$ cat src/rtl/dual_issue_scheduler.sv
// rtl/dual_issue_scheduler.sv - two-slot issue sequencer: slot order, split issue, load-use stall; counters under SCHED_PERF_CNT_EN
`ifndef INST_WIDTH
`define INST_WIDTH 32
`endif
`ifndef NUM_REGISTERS_LOG2
`define NUM_REGISTERS_LOG2 5
`endif
`ifndef REG_RS
`define REG_RS 25:21
`endif
`ifndef REG_RT
`define REG_RT 20:16
`endif
`ifndef NUM_PIPE_MASKS
`define NUM_PIPE_MASKS 5
`endif
`ifndef PIPE_REG_PC
`define PIPE_REG_PC 5'b00001
`endif
`ifndef PIPE_REG_IF_ID
`define PIPE_REG_IF_ID 5'b00010
`endif
`ifndef PIPE_REG_ID_EX
`define PIPE_REG_ID_EX 5'b00100
`endif

module dual_issue_scheduler #(
   parameter int MAX_LOAD_WAIT = 15
) (
   input  logic                            clk,
   input  logic                            reset,
   input  logic [`INST_WIDTH-1:0]          instruction0,
   input  logic [`INST_WIDTH-1:0]          instruction1,
   input  logic                            pair_valid,
   input  logic                            split_req,
   input  logic                            load_valid,
   input  logic [`NUM_REGISTERS_LOG2-1:0]  load_rt,
   input  logic                            mem_ready,
   output logic                            issue0,
   output logic                            issue1,
   output logic                            first,
   output logic [`NUM_PIPE_MASKS-1:0]      stall_mask,
   output logic [`NUM_PIPE_MASKS-1:0]      flush0,
   output logic [`NUM_PIPE_MASKS-1:0]      flush1,
   output logic                            busy,
   output logic                            load_timeout,
   output logic [15:0]                     split_count,
   output logic [15:0]                     wait_count
);

   typedef enum logic [1:0] {RUN, SPLIT, LOAD_WAIT} state_t;

   state_t     state_q, state_d;
   logic       first_q, first_d;
   logic [7:0] wait_cnt_q, wait_cnt_d;
   logic       load_timeout_q, load_timeout_d;
   logic       split_enter;
   logic       load_hit;
   logic [`NUM_REGISTERS_LOG2-1:0] rs0, rt0, rs1, rt1;

   // Only the register fields are consumed; the rest of each word is ignored here.
   logic unused_inst_bits;
   assign unused_inst_bits = ^{instruction0, instruction1};

   // Decode source fields and detect a load-use hazard against either slot; r0 never hits.
   always_comb begin
      rs0 = instruction0[`REG_RS];
      rt0 = instruction0[`REG_RT];
      rs1 = instruction1[`REG_RS];
      rt1 = instruction1[`REG_RT];
      load_hit = load_valid && (load_rt != '0) &&
                 ((rs0 == load_rt) || (rt0 == load_rt) || (rs1 == load_rt) || (rt1 == load_rt));
   end

   // Next-state and issue/stall/flush decisions; reset forces every decision output quiet.
   always_comb begin
      state_d        = state_q;
      first_d        = first_q;
      wait_cnt_d     = wait_cnt_q;
      load_timeout_d = load_timeout_q;
      issue0         = 1'b0;
      issue1         = 1'b0;
      stall_mask     = '0;
      flush0         = '0;
      flush1         = '0;
      split_enter    = 1'b0;
      case (state_q)
         RUN: begin
            if (pair_valid) begin
               if (load_hit) begin
                  stall_mask = `PIPE_REG_PC | `PIPE_REG_IF_ID;
                  flush0     = `PIPE_REG_ID_EX;
                  flush1     = `PIPE_REG_ID_EX;
                  if (!mem_ready) begin
                     wait_cnt_d = '0;
                     state_d    = LOAD_WAIT;
                  end
               end else if (split_req) begin
                  stall_mask = `PIPE_REG_PC;
                  if (first_q) begin
                     issue0 = 1'b1;
                     flush1 = `PIPE_REG_ID_EX;
                  end else begin
                     issue1 = 1'b1;
                     flush0 = `PIPE_REG_ID_EX;
                  end
                  split_enter = 1'b1;
                  state_d     = SPLIT;
               end else begin
                  issue0 = 1'b1;
                  issue1 = 1'b1;
               end
            end
         end
         SPLIT: begin
            // Younger slot goes now; the older one already left, so its IF/ID copy is cleared.
            if (first_q) begin
               issue1 = 1'b1;
               flush0 = `PIPE_REG_IF_ID;
            end else begin
               issue0 = 1'b1;
               flush1 = `PIPE_REG_IF_ID;
            end
            first_d = ~first_q;
            state_d = RUN;
         end
         LOAD_WAIT: begin
            stall_mask = `PIPE_REG_PC | `PIPE_REG_IF_ID;
            flush0     = `PIPE_REG_ID_EX;
            flush1     = `PIPE_REG_ID_EX;
            wait_cnt_d = wait_cnt_q + 8'd1;
            if (mem_ready) begin
               state_d = RUN;
            end else if (wait_cnt_d == 8'(MAX_LOAD_WAIT)) begin
               load_timeout_d = 1'b1;
               state_d        = RUN;
            end
         end
         default: state_d = RUN;
      endcase
      busy = (state_q != RUN);
      if (reset) begin
         issue0      = 1'b0;
         issue1      = 1'b0;
         stall_mask  = '0;
         flush0      = '0;
         flush1      = '0;
         busy        = 1'b0;
         split_enter = 1'b0;
      end
   end

   // Control state registers.
   always_ff @(posedge clk) begin
      if (reset) begin
         state_q        <= RUN;
         first_q        <= 1'b1;
         wait_cnt_q     <= '0;
         load_timeout_q <= 1'b0;
      end else begin
         state_q        <= state_d;
         first_q        <= first_d;
         wait_cnt_q     <= wait_cnt_d;
         load_timeout_q <= load_timeout_d;
      end
   end

   assign first        = first_q;
   assign load_timeout = load_timeout_q;

`ifdef SCHED_PERF_CNT_EN
   logic [15:0] split_count_q, split_count_d;
   logic [15:0] wait_count_q, wait_count_d;

   // Saturating performance counters: split entries and IF/ID-held cycles.
   always_comb begin
      split_count_d = split_count_q;
      wait_count_d  = wait_count_q;
      if (split_enter && (split_count_q != 16'hFFFF))
         split_count_d = split_count_q + 16'd1;
      if (((stall_mask & `PIPE_REG_IF_ID) != '0) && (wait_count_q != 16'hFFFF))
         wait_count_d = wait_count_q + 16'd1;
   end

   // Counter registers.
   always_ff @(posedge clk) begin
      if (reset) begin
         split_count_q <= '0;
         wait_count_q  <= '0;
      end else begin
         split_count_q <= split_count_d;
         wait_count_q  <= wait_count_d;
      end
   end

   assign split_count = split_count_q;
   assign wait_count  = wait_count_q;
`else
   logic unused_split_enter;
   assign unused_split_enter = split_enter;
   assign split_count = 16'd0;
   assign wait_count  = 16'd0;
`endif

endmodule

$ cat config.mk
export PLATFORM = sky130hd
export DESIGN_NAME = dual_issue_scheduler
export DESIGN_NICKNAME = d
export VERILOG_FILES = /design/src/rtl/dual_issue_scheduler.sv
export SDC_FILE = /design/constraint.sdc
export NUM_CORES = 1
export LEC_CHECK = 0
export ABC_AREA = 1
export BUFFER_PORTS_ARGS = -buffer_cell sky130_fd_sc_hd__buf_2
export CELL_PAD_IN_SITES_DETAIL_PLACEMENT = 1
export CELL_PAD_IN_SITES_GLOBAL_PLACEMENT = 2
export CORE_ASPECT_RATIO = 1.25
export CORE_MARGIN = 5
export CORE_UTILIZATION = 16
export CTS_CLUSTER_DIAMETER = 120
export CTS_CLUSTER_SIZE = 14
export DETAILED_ROUTE_END_ITERATION = 10
export GPL_ROUTABILITY_DRIVEN = 0
export HOLD_SLACK_MARGIN = 0.08
export PLACE_DENSITY_LB_ADDON = 0.25
export SLEW_MARGIN = 0
export SYNTH_ARGS = -nofsm -noshare
export SYNTH_HDL_FRONTEND = slang
export SYNTH_SLANG_ARGS = --single-unit
$ cat constraint.sdc
create_clock -name clk -period 1.45 [get_ports clk]
set_input_delay 0.145 -clock clk [delete_from_list [all_inputs] [get_ports clk]]
set_output_delay 0.145 -clock clk [all_outputs]
set_load 0.01 [all_outputs]
==> out/qor.txt <==
Status - finished with violations
Failing checks - setup timing
Met3 Use GR - 0.0151
Ant diodes - 0
Hold path start - reset
Slowest-stage cell, CP - dfxtp_4
GRT Total Usage - 0.0806
Combinational power share - 0.444
Final cell count without fillers - 437
Vias in the first global route - 1710
Placed Cells - 426
R2R setup slack - -0.10 ns
DIE HEIGHT - 120 um
Leakage - 1.14 nW
Gr ovfl total - 0
Filler cells - 1200
R2R Path End - state_q[1]
Final core utilization - 0.241
Final hold vios - 0
Worst Hold Path Cells - 3
Worst Reg-to-Reg Cells - 12
Most frequent cell after synthesis - nand2_1
Tmin final - 1.55 ns
Gate Count Post-Synth - 240
Fin nets - 389
Post-synth ARST share - 0
CTS HTree Levels - 1
Core area - 0.00956 mm^2
Post-CTS Hold Fix Bufs - 0
First-pass GRT wire length - 7830 um
Post-DP HPWL - 4080 um
Sw Share - 0.373
Top post-synthesis cells by area - buf_4, dfxtp_1, nand2_1
CTS buffer count - 3
Synth cell count leaders - nand2_1, buf_4, inv_1
DRT Pass-1 Iters - 4
Worst path arrival time - 1.69 ns
CTS tree - yes
Ports - 127
Setup TNS - -0.362 ns
CP Launch Type - register
Synth top area share - 0.199
Register area - 251 um^2
Seq pwr share - 0.229
Worst setup EP type - register
Die ar. - 0.0117 mm^2
Worst Path Class, Setup - reg -> reg
Die width - 97.9 um
Multi-input combinational cell area - 0.00119 mm^2
Switch Pwr - 0.000652 W
Tcrit/Tclk final - 1.07
Cell Chain, Critical Path - buf_6 > nand3_4 > nor2_4 > buf_4 > inv_1 > nand4_1 > nor2_1 > nand2_2 > nand2_2 > nand4_1 > nand2_1 > nor2_1
Initial antenna violation count - 0
Skew final - 0.00160 ns
Dpl cell area - 0.00191 mm^2
Mean Syn Cell Area - 6.44 um^2
Min Hold Slack - 0.239 ns
Initial core utilization - 0.162
Int Pwr - 0.00110 W
Max-Cap Viols - 0
Post-synth cell types - 32
Clk pwr share - 0.327
Post-synth top area cell - buf_4
Critical path's largest stage delay - 0.35 ns
PnR worst setup slack - -0.103 ns
Yosys synthesis warning count - 0
Busiest grt layer - met2
Clock Tree Buf Depth - 2
R2r startpoint - wait_cnt_q[0]
Highest net fanout along the worst path - 4
Worst Path Required - 1.59 ns
Cell family with most CP delay - simple AND/OR/NAND/NOR gates
Drt drc - 0
DR vias - 1581
Rows - 40
Final WL - 4760 um
Top_reg_cell synth - dfxtp_1
Met2 Use GR - 0.158
Pwr Density - 757 mW/mm^2
WL per Instance - 10.9 um
Slew Viols, Final - 0
CP bufs+invs - 3
Antenna-violating nets left - 0
F_max - 0.644 GHz
Fin area - 0.00231 mm^2
Initial DRC count - 27
Synth Cell Area - 0.00155 mm^2
Sequential share of the synthesized area - 0.155
Worst skew pair latency - 0.24 ns
CTS root buf - clkbuf_16
Via density - 3.62
Hold Path End - first
Synthesis-to-finish area growth - 49.3%
Clock sinks - 12
# setup viols final - 7
Layout cells sized above 1 - 0.492
EDFF count, synth - 0
GR Layer Usage met1 - 0.0881
Input/output buffers - 41
Hold Crit Class - in -> reg
Peak VDD IR - 0.000492 V
RSZ-0062 raised after global routing - true
Largest net degree at the start of global routing - 11
#FFs+latches synth - 12
CTS clk-pin slew, worst paths - 0.05 ns
-- power by group through the flow --
| stage | combinational, W | sequential (W) | clock [W] |
|---|---|---|---|
| 6_report | 0.000777 | 0.000400 | 0.000572 |
| 5_1_grt | 0.000869 | 0.000405 | 0.000607 |
| 4_1_cts | 0.000740 | 0.000398 | 0.000588 |
| 3_5_place_dp | 0.000685 | 0.000396 | 0 |
| 3_3_place_gp | 0.000685 | 0.000396 | 0 |
| 2_1_floorplan | 0.000495 | 0.000395 | 0 |
-- logic make-up after synthesis --
logic type	after synthesis	synth area share
AOI/OAI and AO/OA	21	0.106
adders and majority gates	2	0.0162
buffers and inverters	78	0.295
DFF	12	0.155
xor gates and xnor gates	12	0.0680
other	1	0.00242
and+or+nand+nor	114	0.358
-- layer usage --
metal,share of wire,vias up
met4,0.0076,0
met3,0.047,4
met1,0.39,732
li1,-,802
met5,0,-
met2,0.55,43
-- registers in the layout, summed over array words and instances (netlist names) --
| name | count |
|---|---|
| first | 1 |
| load_timeout | 1 |
| wait_cnt_q | 8 |
| state_q | 2 |
-- how the worst max path moves through the flow --
stage / slack [ns] / end / start / cells past startpoint
floorplan: 0.00002 / state_q[1] / wait_cnt_q[0] / 11
global placement: -0.24 / wait_cnt_q[0] / load_rt[4] / 14
detailed placement: -0.21 / wait_cnt_q[0] / load_rt[1] / 15
CTS: -0.15 / flush0[2] / load_rt[1] / 15
global route: -0.25 / state_q[1] / wait_cnt_q[1] / 10
finish: -0.10 / state_q[1] / wait_cnt_q[0] / 12
-- through the flow --
| step | setup slack, ns | power, W |
|---|---|---|
| floorplan | 0.0000241 | 0.000890 |
| global placement | -0.243 | 0.00108 |
| detailed placement | -0.211 | 0.00108 |
| CTS | -0.149 | 0.00173 |
| global route | -0.247 | 0.00188 |
| finish | -0.103 | 0.00175 |
-- tightest hold or removal path, delay by kind of cell --
kind	cells	cell delay, ns
buffers and inverters	2	0.20
and+or+nand+nor	1	0.10
-- cell type report --
class | count | area share
Clock buffer | 4 | 0.0385
Inverter | 34 | 0.0596
Multi-Input combinational cell | 190 | 0.515
Sequential cell | 12 | 0.109
Tap cell | 126 | 0.0683
Timing Repair Buffer | 71 | 0.210
-- layout by cell type, fill, tap and decap left out, types with 3 or more instances in the layout --
cell type,count
inv_4,4
buf_4,25
nor2_2,6
nand4_1,6
a21oi_2,8
nor2_1,11
nand2_2,18
xnor2_2,4
inv_2,5
xnor2_1,6
nand2_1,46
clkbuf_16,3
buf_2,36
conb_1,41
o21a_1,3
nor2_4,4
nand3_1,5
dfxtp_2,3
dfxtp_1,7
inv_1,25
buf_6,9
nand3_2,10
-- what timing repair did --
| item | in CTS | in global routing |
|---|---|---|
| gates resized for setup | 37 | 31 |
| buffers inserted | 6 | 1 |
| setup endpoints to repair | 10 | 17 |
| pin swaps | 23 | 26 |
No activity file was read; power rests on OpenSTA's default activity.
